==> src/rtl/bht_update_ctrl_if.sv <==
// BHT controller bundle: fetch lookup, execute resolution, table port, status.
// Latency: none (plain signal container).
// Backpressure: res_valid/res_ready on resolutions; lu_stall tells fetch to retry.
interface bht_update_ctrl_if #(
  parameter int PC_W  = 32,
  parameter int IDX_W = 10,
  parameter int CNT_W = 3
);
  logic             lu_valid;
  logic [PC_W-1:0]  lu_pc;
  logic             lu_pred;
  logic [1:0]       lu_ctr;
  logic             lu_stall;

  logic             res_valid;
  logic             res_ready;
  logic [PC_W-1:0]  res_pc;
  logic             res_taken;

  logic [IDX_W-1:0] tbl_addr;
  logic [1:0]       tbl_rdata;
  logic [1:0]       tbl_wdata;
  logic             tbl_we;

  logic             busy;
  logic [CNT_W-1:0] fifo_count;

  // Environment side: fetch, execute and the table array.
  modport master (
    output lu_valid, lu_pc, res_valid, res_pc, res_taken, tbl_rdata,
    input  lu_pred, lu_ctr, lu_stall, res_ready, tbl_addr, tbl_wdata, tbl_we,
    input  busy, fifo_count
  );

  // Controller side.
  modport slave (
    input  lu_valid, lu_pc, res_valid, res_pc, res_taken, tbl_rdata,
    output lu_pred, lu_ctr, lu_stall, res_ready, tbl_addr, tbl_wdata, tbl_we,
    output busy, fifo_count
  );
endinterface

==> src/rtl/bht_update_ctrl.sv <==
// Owns the single BHT port: zero-latency lookups plus queued 2-bit counter RMW updates.
// Latency: lookup same cycle; an update needs >=1 RD cycle and 1 WR cycle after it reaches the head.
// Backpressure: res_ready low when the FIFO is full; lu_stall only while a starved update forces the port.
module bht_update_ctrl #(
  parameter int PC_W       = 32,
  parameter int IDX_W      = 10,
  parameter int FIFO_DEPTH = 4,
  parameter int STARVE_MAX = 8
) (
  input  logic clk,
  input  logic reset,
  bht_update_ctrl_if.slave bus
);
  localparam int CNT_W = $clog2(FIFO_DEPTH) + 1;
  localparam int PTR_W = $clog2(FIFO_DEPTH);
  localparam int SW    = $clog2(STARVE_MAX + 1);

  typedef enum logic [1:0] {IDLE, RD, WR} state_t;

  state_t           state;
  logic [IDX_W:0]   mem [FIFO_DEPTH];   // {index, taken}
  logic [PTR_W-1:0] rd_ptr, wr_ptr;
  logic [CNT_W-1:0] count, count_nxt;
  logic [1:0]       ctr_q;
  logic [SW-1:0]    starve_cnt;

  logic [IDX_W-1:0] lu_idx, res_idx, head_idx;
  logic             head_taken;
  logic             forcing, lu_served, rd_fire, wr_fire, push, pop;
  logic             unused_pc;

  // Saturating 2-bit counter step.
  function automatic logic [1:0] ctr_next(input logic [1:0] c, input logic taken);
    if (taken) return (c == 2'b11) ? c : c + 2'b01;
    else       return (c == 2'b00) ? c : c - 2'b01;
  endfunction

  assign lu_idx     = bus.lu_pc[IDX_W+1:2];
  assign res_idx    = bus.res_pc[IDX_W+1:2];
  assign head_idx   = mem[rd_ptr][IDX_W:1];
  assign head_taken = mem[rd_ptr][0];
  // PC bits outside the index field carry no table information.
  assign unused_pc  = ^{bus.lu_pc[PC_W-1:IDX_W+2], bus.lu_pc[1:0],
                        bus.res_pc[PC_W-1:IDX_W+2], bus.res_pc[1:0]};

  // Port arbitration: lookups win unless a starved WR is forcing its write.
  always_comb begin
    forcing   = (state == WR) && (starve_cnt == SW'(STARVE_MAX));
    lu_served = bus.lu_valid && !forcing;
    rd_fire   = (state == RD) && !bus.lu_valid;
    // A write in the reset cycle is suppressed so an interrupted RMW leaves the table untouched.
    wr_fire   = (state == WR) && (!bus.lu_valid || forcing) && !reset;
    push      = bus.res_valid && bus.res_ready;
    pop       = wr_fire;

    bus.res_ready  = (count != CNT_W'(FIFO_DEPTH));
    bus.tbl_addr   = lu_served ? lu_idx : head_idx;
    bus.tbl_we     = wr_fire;
    bus.tbl_wdata  = ctr_next(ctr_q, head_taken);
    bus.lu_stall   = bus.lu_valid && forcing;
    bus.lu_ctr     = lu_served ? bus.tbl_rdata : 2'b00;
    bus.lu_pred    = lu_served ? bus.tbl_rdata[1] : 1'b0;
    bus.busy       = (count != '0) || (state != IDLE);
    bus.fifo_count = count;

    count_nxt = count;
    if (push && !pop)      count_nxt = count + CNT_W'(1);
    else if (!push && pop) count_nxt = count - CNT_W'(1);
  end

  // FIFO payload storage; validity is tracked by the pointers, so no reset needed.
  always_ff @(posedge clk) begin
    if (push) mem[wr_ptr] <= {res_idx, bus.res_taken};
  end

  // FIFO pointers and the IDLE/RD/WR update sequencer.
  always_ff @(posedge clk) begin
    if (reset) begin
      state      <= IDLE;
      rd_ptr     <= '0;
      wr_ptr     <= '0;
      count      <= '0;
      ctr_q      <= 2'b00;
      starve_cnt <= '0;
    end else begin
      if (push) wr_ptr <= wr_ptr + PTR_W'(1);
      if (pop)  rd_ptr <= rd_ptr + PTR_W'(1);
      count <= count_nxt;
      case (state)
        IDLE: if (count != '0) state <= RD;
        RD: begin
          if (rd_fire) begin
            ctr_q <= bus.tbl_rdata;
            state <= WR;
          end
        end
        WR: begin
          if (wr_fire) begin
            starve_cnt <= '0;
            state      <= (count_nxt != '0) ? RD : IDLE;
          end else if (starve_cnt != SW'(STARVE_MAX)) begin
            starve_cnt <= starve_cnt + SW'(1);
          end
        end
        default: state <= IDLE;
      endcase
    end
  end
endmodule
==> src/flat_wrapper.sv <==
// flat-port wrapper written by rule: the top's interface ports become plain ports
module bht_update_ctrl_flat 
#(
  parameter int PC_W       = 32,
  parameter int IDX_W      = 10,
  parameter int FIFO_DEPTH = 4,
  parameter int STARVE_MAX = 8
)
  (clk, reset, bus_lu_valid, bus_lu_pc, bus_res_valid, bus_res_pc, bus_res_taken, bus_tbl_rdata, bus_lu_pred, bus_lu_ctr, bus_lu_stall, bus_res_ready, bus_tbl_addr, bus_tbl_wdata, bus_tbl_we, bus_busy, bus_fifo_count);
  bht_update_ctrl_if #(.PC_W(PC_W), .IDX_W(IDX_W)) bus_i ();
  input  logic clk;
  input  logic reset;
  input wire logic [$bits(bus_i.lu_valid)-1:0] bus_lu_valid;
  input wire logic [$bits(bus_i.lu_pc)-1:0] bus_lu_pc;
  input wire logic [$bits(bus_i.res_valid)-1:0] bus_res_valid;
  input wire logic [$bits(bus_i.res_pc)-1:0] bus_res_pc;
  input wire logic [$bits(bus_i.res_taken)-1:0] bus_res_taken;
  input wire logic [$bits(bus_i.tbl_rdata)-1:0] bus_tbl_rdata;
  output wire logic [$bits(bus_i.lu_pred)-1:0] bus_lu_pred;
  output wire logic [$bits(bus_i.lu_ctr)-1:0] bus_lu_ctr;
  output wire logic [$bits(bus_i.lu_stall)-1:0] bus_lu_stall;
  output wire logic [$bits(bus_i.res_ready)-1:0] bus_res_ready;
  output wire logic [$bits(bus_i.tbl_addr)-1:0] bus_tbl_addr;
  output wire logic [$bits(bus_i.tbl_wdata)-1:0] bus_tbl_wdata;
  output wire logic [$bits(bus_i.tbl_we)-1:0] bus_tbl_we;
  output wire logic [$bits(bus_i.busy)-1:0] bus_busy;
  output wire logic [$bits(bus_i.fifo_count)-1:0] bus_fifo_count;
  assign bus_i.lu_valid = bus_lu_valid;
  assign bus_i.lu_pc = bus_lu_pc;
  assign bus_i.res_valid = bus_res_valid;
  assign bus_i.res_pc = bus_res_pc;
  assign bus_i.res_taken = bus_res_taken;
  assign bus_i.tbl_rdata = bus_tbl_rdata;
  assign bus_lu_pred = bus_i.lu_pred;
  assign bus_lu_ctr = bus_i.lu_ctr;
  assign bus_lu_stall = bus_i.lu_stall;
  assign bus_res_ready = bus_i.res_ready;
  assign bus_tbl_addr = bus_i.tbl_addr;
  assign bus_tbl_wdata = bus_i.tbl_wdata;
  assign bus_tbl_we = bus_i.tbl_we;
  assign bus_busy = bus_i.busy;
  assign bus_fifo_count = bus_i.fifo_count;
  bht_update_ctrl #(.PC_W(PC_W), .IDX_W(IDX_W), .FIFO_DEPTH(FIFO_DEPTH), .STARVE_MAX(STARVE_MAX)) u_core (.clk(clk), .reset(reset), .bus(bus_i));
endmodule
==> config.mk <==
export PLATFORM = sky130hd
export DESIGN_NAME = bht_update_ctrl_flat
export DESIGN_NICKNAME = d
export VERILOG_FILES = /design/src/rtl/bht_update_ctrl_if.sv /design/src/rtl/bht_update_ctrl.sv /design/src/flat_wrapper.sv
export SDC_FILE = /design/constraint.sdc
export NUM_CORES = 1
export LEC_CHECK = 0
export ABC_AREA = 0
export BUFFER_PORTS_ARGS = -buffer_cell sky130_fd_sc_hd__buf_4
export CAP_MARGIN = 20
export CORE_MARGIN = 3
export CORE_UTILIZATION = 45
export DETAILED_ROUTE_END_ITERATION = 16
export PLACE_DENSITY = 0.76
export SLEW_MARGIN = 20
export SYNTH_ARGS = -nofsm -noshare
export SYNTH_HDL_FRONTEND = slang
export SYNTH_SLANG_ARGS = --single-unit
==> constraint.sdc <==
create_clock -name clk -period 1.7 [get_ports clk]
set_input_delay 0.085 -clock clk [delete_from_list [all_inputs] [get_ports clk]]
set_output_delay 0.085 -clock clk [all_outputs]
set_load 0.01 [all_outputs]
# [Yosys cells after proc, flatten, opt, wreduce, memory -nomap -nowiden]
# Memory sizes are Yosys's and may differ from the RTL's. A register that Yosys moved wholly into a read port is not among the register bits.
# Cells that the tools add are included.
[word_totals] regBits=15 ram_bits=44 out_inout_bits=22 elab_cells=67 n_memories=1
[memory_table] memory="u_core.mem" depth=4 width=11 rd=1 rd_ports_with_merged_regs=1 write_ports=1 line="bht_update_ctrl.sv:21" source="logic [IDX_W:0] mem [FIFO_DEPTH];"
[op_classes] n_addsub=7 n_eq_ne=9 n_mux=19 reduce_logical=25
[op_table] cell="2-bit two-way mux" count=9
[op_table] cell="10-bit two-way mux" count=1
[op_table] cell="1-bit logical AND" count=9
[op_table] cell="4-bit two-way mux" count=2
[op_table] cell="2-bit by 1-bit adder with 2-bit output, second input constant" count=3
[op_table] cell="3-bit two-way mux" count=2
[op_table] cell="2-bit case mux with 3 select lines" count=1
[op_table] cell="3-bit nonzero test" count=2
[op_table] cell="1-bit logical NOT" count=5
[op_table] cell="4-bit by 1-bit adder with 4-bit output, second input constant" count=1
[op_table] cell="2-bit == test, second input constant" count=2
[op_table] cell="4-bit == test, second input constant" count=1
[op_table] cell="2-bit logical NOT" count=2
[op_table] cell="1-bit two-way mux" count=4
[op_table] cell="2-bit by 1-bit != test with 1-bit output, second input constant" count=2
[op_table] cell="4-bit != test, second input constant" count=1
[op_table] cell="2-bit AND reduction" count=2
[op_table] cell="2-bit nonzero test" count=2
[op_table] cell="3-bit by 1-bit adder with 3-bit output, second input constant" count=1
[op_table] cell="3-bit != test, second input constant" count=1
[op_table] cell="3-bit AND reduction" count=1
[op_table] cell="3-bit by 1-bit subtractor with 3-bit output, second input constant" count=1
[op_table] cell="2-bit by 1-bit == test with 1-bit output, second input constant" count=1
[op_table] cell="1-bit logical OR" count=2
[op_table] cell="other kinds (2)" count=2

# [Longest topological paths before layout]
[logic_depth] word_depth=12 ltp_mapped=8 mapped_depth_nobuf=7

# [Least setup slack after synthesis]
# Ideal clock, no wire load.
[synth_path] kind="register to register" from="register u_core.count[0], in the netlist u_core.bus.fifo_count[0]" to="register u_core.state[0]" setup_ns=0.134 t_arrival_ns=1.672 path_slack_ns=-0.106 path_stages_with_launch=7 path_buffers=0 period_less_slack_ns=1.806 cell_sequence="dfxtp_1 > inv_1 > ha_1 > or4b_2 > o211a_1 > a31oi_1 > a311oi_1"
[synth_via] elab_chain_len=10 elab_cells_between_ends=16 classes_between="2 x add/sub; 2 x eq/ne; 5 x mux; 7 x reduce/logical"
[synth_lines] element="from (decl)" line="bht_update_ctrl.sv:23" source="logic [CNT_W-1:0] count, count_nxt;"
[synth_lines] element="from (signal assigned)" line="bht_update_ctrl.sv:88" source="count <= count_nxt;"
[synth_lines] element="branches (longest 10 deep; another with 3-bit by 1-bit subtractor with 3-bit output)"
[synth_lines] element="to (signal assigned)" line="bht_update_ctrl.sv:100" source="state <= (count_nxt != '0) ? RD : IDLE;"
[synth_lines] element="to (decl)" line="bht_update_ctrl.sv:20" source="state_t state;"
# Several ways; the timed one is not identified. The select of a mux whose other input is x is not followed.
# A chain may end at the register's enable or synchronous reset.

# [Worst setup path in the final report]
[layout_path] from="register u_core.starve_cnt[1]" to="output port bus_tbl_addr[4]"
[layout_via] elab_chain_len=5
[layout_lines] element="from (decl)" line="bht_update_ctrl.sv:25" source="logic [SW-1:0] starve_cnt;"
[layout_lines] element="from (signal assigned)" line="bht_update_ctrl.sv:102" source="starve_cnt <= starve_cnt + SW'(1);"
[layout_lines] element="4-bit == test" line="bht_update_ctrl.sv:48" source="forcing = (state == WR) && (starve_cnt == SW'(STARVE_MAX));"
[layout_lines] element="1-bit logical AND" line="bht_update_ctrl.sv:48"
[layout_lines] element="1-bit logical NOT" line="bht_update_ctrl.sv:49" source="lu_served = bus.lu_valid && !forcing;"
[layout_lines] element="1-bit logical AND" line="bht_update_ctrl.sv:49"
[layout_lines] element="10-bit two-way mux" line="bht_update_ctrl.sv:57" source="bus.tbl_addr = lu_served ? lu_idx : head_idx;"
[layout_lines] element="to (decl)" line="flat_wrapper.sv:23" source="output wire logic [$bits(bus_i.tbl_addr)-1:0] bus_tbl_addr;"
# Every way passes these cells.

==> flow_metrics.env <==
export IMPL_tns_ns=-1.81
export IMPL_wl_per_cell_um=15.3
export IMPL_grt_max_degree=18
export IMPL_syn_instance_count=188
export IMPL_worst_path_max_fanout=6
export IMPL_slew_headroom_pct=79.0
export IMPL_cp_end_kind="primary output"
export IMPL_cts_root_buf="clkbuf_8"
export IMPL_dieArea_um2=6960
export IMPL_die_w_um=83.4
export IMPL_tritoncts="yes"
export IMPL_gp_congestion=0.746
export IMPL_n_fill_cell=391
export IMPL_ys_types=36
export IMPL_power_switching_mw=0.955
export IMPL_synth_area_top_cells="edfxtp_1, dfxtp_1, mux4_2, ha_1, mux2_2"
export IMPL_critPathLaunchType="flip-flop"
export IMPL_ir_drop_mv=0.583
export IMPL_layout_common_cells="buf_4, edfxtp_1, buf_6"
export IMPL_violations="setup timing"
export IMPL_drc=0
export IMPL_p_int_mw=2.91
export IMPL_clockPowerShare_pct=30.3
export IMPL_run_status="complete, but fails checks"
export IMPL_avgSynthCellArea_um2=14.4
export IMPL_worstSkewPairLatency_ns=0.33
export IMPL_via_per_inst=5.04
export IMPL_seq_power_share_pct=45.2
export IMPL_p_leak_nw=1.51
export IMPL_period_needed_ns=1.87
export IMPL_gr_total_overflow=0
export IMPL_drt_iter0_markers=95
export IMPL_hold_viol=0
export IMPL_cap_violations=0
export IMPL_final_setup_viol_count=17
export IMPL_fin_area_um2=3880
export IMPL_drive_gt1_share_pct=48.8
export IMPL_synth_async_sr_flop_share_pct=0
export IMPL_io_buffers=48
export IMPL_p_comb_share_pct=24.6
export IMPL_slew_viol_final=0
export IMPL_clk_pin_slew_ns=0.07
export IMPL_antenna_found_initial=0
export IMPL_synth_ff_type="edfxtp_1"
export IMPL_final_nets=365
export IMPL_clock_skew_ns=0.00954
export IMPL_worstMarginPinSlew_ns=0.315
export IMPL_finalPower_mw=3.86
export IMPL_utilization_pct=68.8
export IMPL_post_dp_hpwl_um=3720
export IMPL_cts_htree_levels=3
export IMPL_drt_wl_total_um=5510
export IMPL_fmax_ghz=0.535
export IMPL_clockBufferDepth=2
export IMPL_hp_class="in -> reg"
export IMPL_die_h_um=83.4
export IMPL_critPathRequiredTime_ns=1.62
export IMPL_cts_sinks=61
export IMPL_power_density_nw_per_um2=996
export IMPL_diodes=0
export IMPL_yosysWarnings=0
export IMPL_vias=1819
export IMPL_grt_pass1_wl_um=9100
export IMPL_start_util_pct=47.8
export IMPL_syn_num_nets=268
export IMPL_arrival_ns=1.78
export IMPL_cts_buffers=9
export IMPL_setup_ws_ns=-0.170
export IMPL_period_share_pct=110
export IMPL_ys_seq_area_share_pct=61.6
export IMPL_synth_edf_count=44
export IMPL_final_common_cell="buf_4"
export IMPL_rsz0062_at_grt="true"
export IMPL_grt_pass1_vias=1941
export IMPL_syn2layout_area_growth_pct=43.8
export IMPL_ys_seq_elements=61
export IMPL_antenna_left=0
export IMPL_synth_area_leader_cell="edfxtp_1"
export IMPL_crit_type="reg -> out"
export IMPL_rows=27
export IMPL_switching_share_pct=24.7
export IMPL_track_usage_pct=16.8
export IMPL_core_area_um2=5640
export IMPL_synth_top_area_share_pct=49.0
export IMPL_firstDrtPassIters=4
export IMPL_place_area_um2=3330
export IMPL_io_pins=93
export IMPL_syn_area_um2=2700
-- repair_timing --
action                                 4_1_cts  5_1_grt
endpoints found under the hold margin       45        0
gates resized for setup                     42       12
hold buffers                                12        0
cloned                                       1        0
setup endpoints to repair                   15       21
buffers inserted                             4        2
pin swaps                                    8        1
-- kinds of logic after synthesis --
kind of cell,after synthesis,share of synthesized area (%)
DFF,61,61.6
buffers and inverters,20,3.11
adders and majority gates,12,5.29
and+or+nand+nor,43,8.11
AOI/OAI and AO/OA,23,5.89
xor gates and xnor gates,6,1.95
muxes,23,14.1
-- state kept, by name (all words and copies together), names as in the netlist, named ones only --
name,cells
u_core.rd_ptr,2
u_core.ctr_q,2
u_core.wr_ptr,2
u_core.starve_cnt,4
u_core.state,2
u_core.mem,44
u_core.bus.fifo_count,3
-- path summary, 6_finish.rpt --
check             slack, ns  cells after the start                       endpoint                               from
setup / recovery      -0.17                      7                bus_tbl_addr[4]  u_core.starve_cnt[1]$_SDFFE_PP0P_
hold / removal         0.01                      3   u_core.ctr_q[1]$_SDFFE_PP0P_                   bus_tbl_rdata[1]
setup reg to reg      -0.03                      9   u_core.state[0]$_SDFFE_PP0P_  u_core.starve_cnt[1]$_SDFFE_PP0P_
hold reg to reg        0.51                      2  u_core.wr_ptr[1]$_SDFFE_PP0P_      u_core.wr_ptr[1]$_SDFFE_PP0P_
-- worst max-delay path, cell delays in order, from the launching register on --
cell	delay, ns
dfxtp_2	0.32
inv_2	0.07
ha_4	0.14
nand3b_4	0.09
o21ai_4	0.19
buf_6	0.19
mux2_4	0.32
buf_6	0.12
-- power groups by stage --
stage                     combinational, mW  clock, mW  sequential [mW]
final                                 0.950       1.17             1.74
after global routing                   1.03       1.27             1.75
after CTS                             0.898       1.20             1.74
after detailed placement              0.800          0             1.77
after global placement                0.780          0             1.76
after floorplan                       0.435          0             1.78
-- synth_stat cells (4+ instances only) --
cell,n
a21oi_1,10
and2_1,4
buf_2,4
dfxtp_1,17
edfxtp_1,44
ha_1,9
inv_1,12
mux2_2,10
mux4_2,11
nand2_1,12
nor2_1,14
xnor2_1,5
-- routing by layer --
| metal | vias to the layer above | track usage, % | share of wire (%) |
|---|---|---|---|
| li1 | 885 | - | - |
| met1 | 897 | 20.2 | 43 |
| met2 | 32 | 28.9 | 52 |
| met3 | 5 | 3.97 | 3.6 |
| met4 | 0 | 7.02 | 1.6 |
| met5 | - | 0 | 0 |
-- metrics by stage --
step / worst slack, ns / hold slack (ns) / cells
5_1_grt: -0.233 / 0.0535 / 361
3_3_place_gp: -0.0249 / 0.286 / 327
3_5_place_dp: -0.0660 / 0.288 / 327
6_report: -0.170 / 0.0147 / 361
4_1_cts: -0.176 / 0.00781 / 359
2_1_floorplan: -0.0121 / 0.184 / 188
-- cell type report --
| cell class | instances | area, um2 | share of cell area [%] |
|---|---|---|---|
| Clock buffer | 13 | 139 | 3.58 |
| Timing Repair Buffer | 94 | 820 | 21.1 |
| Sequential cell | 61 | 1670 | 43.1 |
| Multi-Input combinational cell | 107 | 1080 | 27.9 |
| Clock inverter | 2 | 35.0 | 0.903 |
| Tap cell | 72 | 90.1 | 2.32 |
| Inverter | 12 | 45.0 | 1.16 |
(Power assumes the default switching activity.)
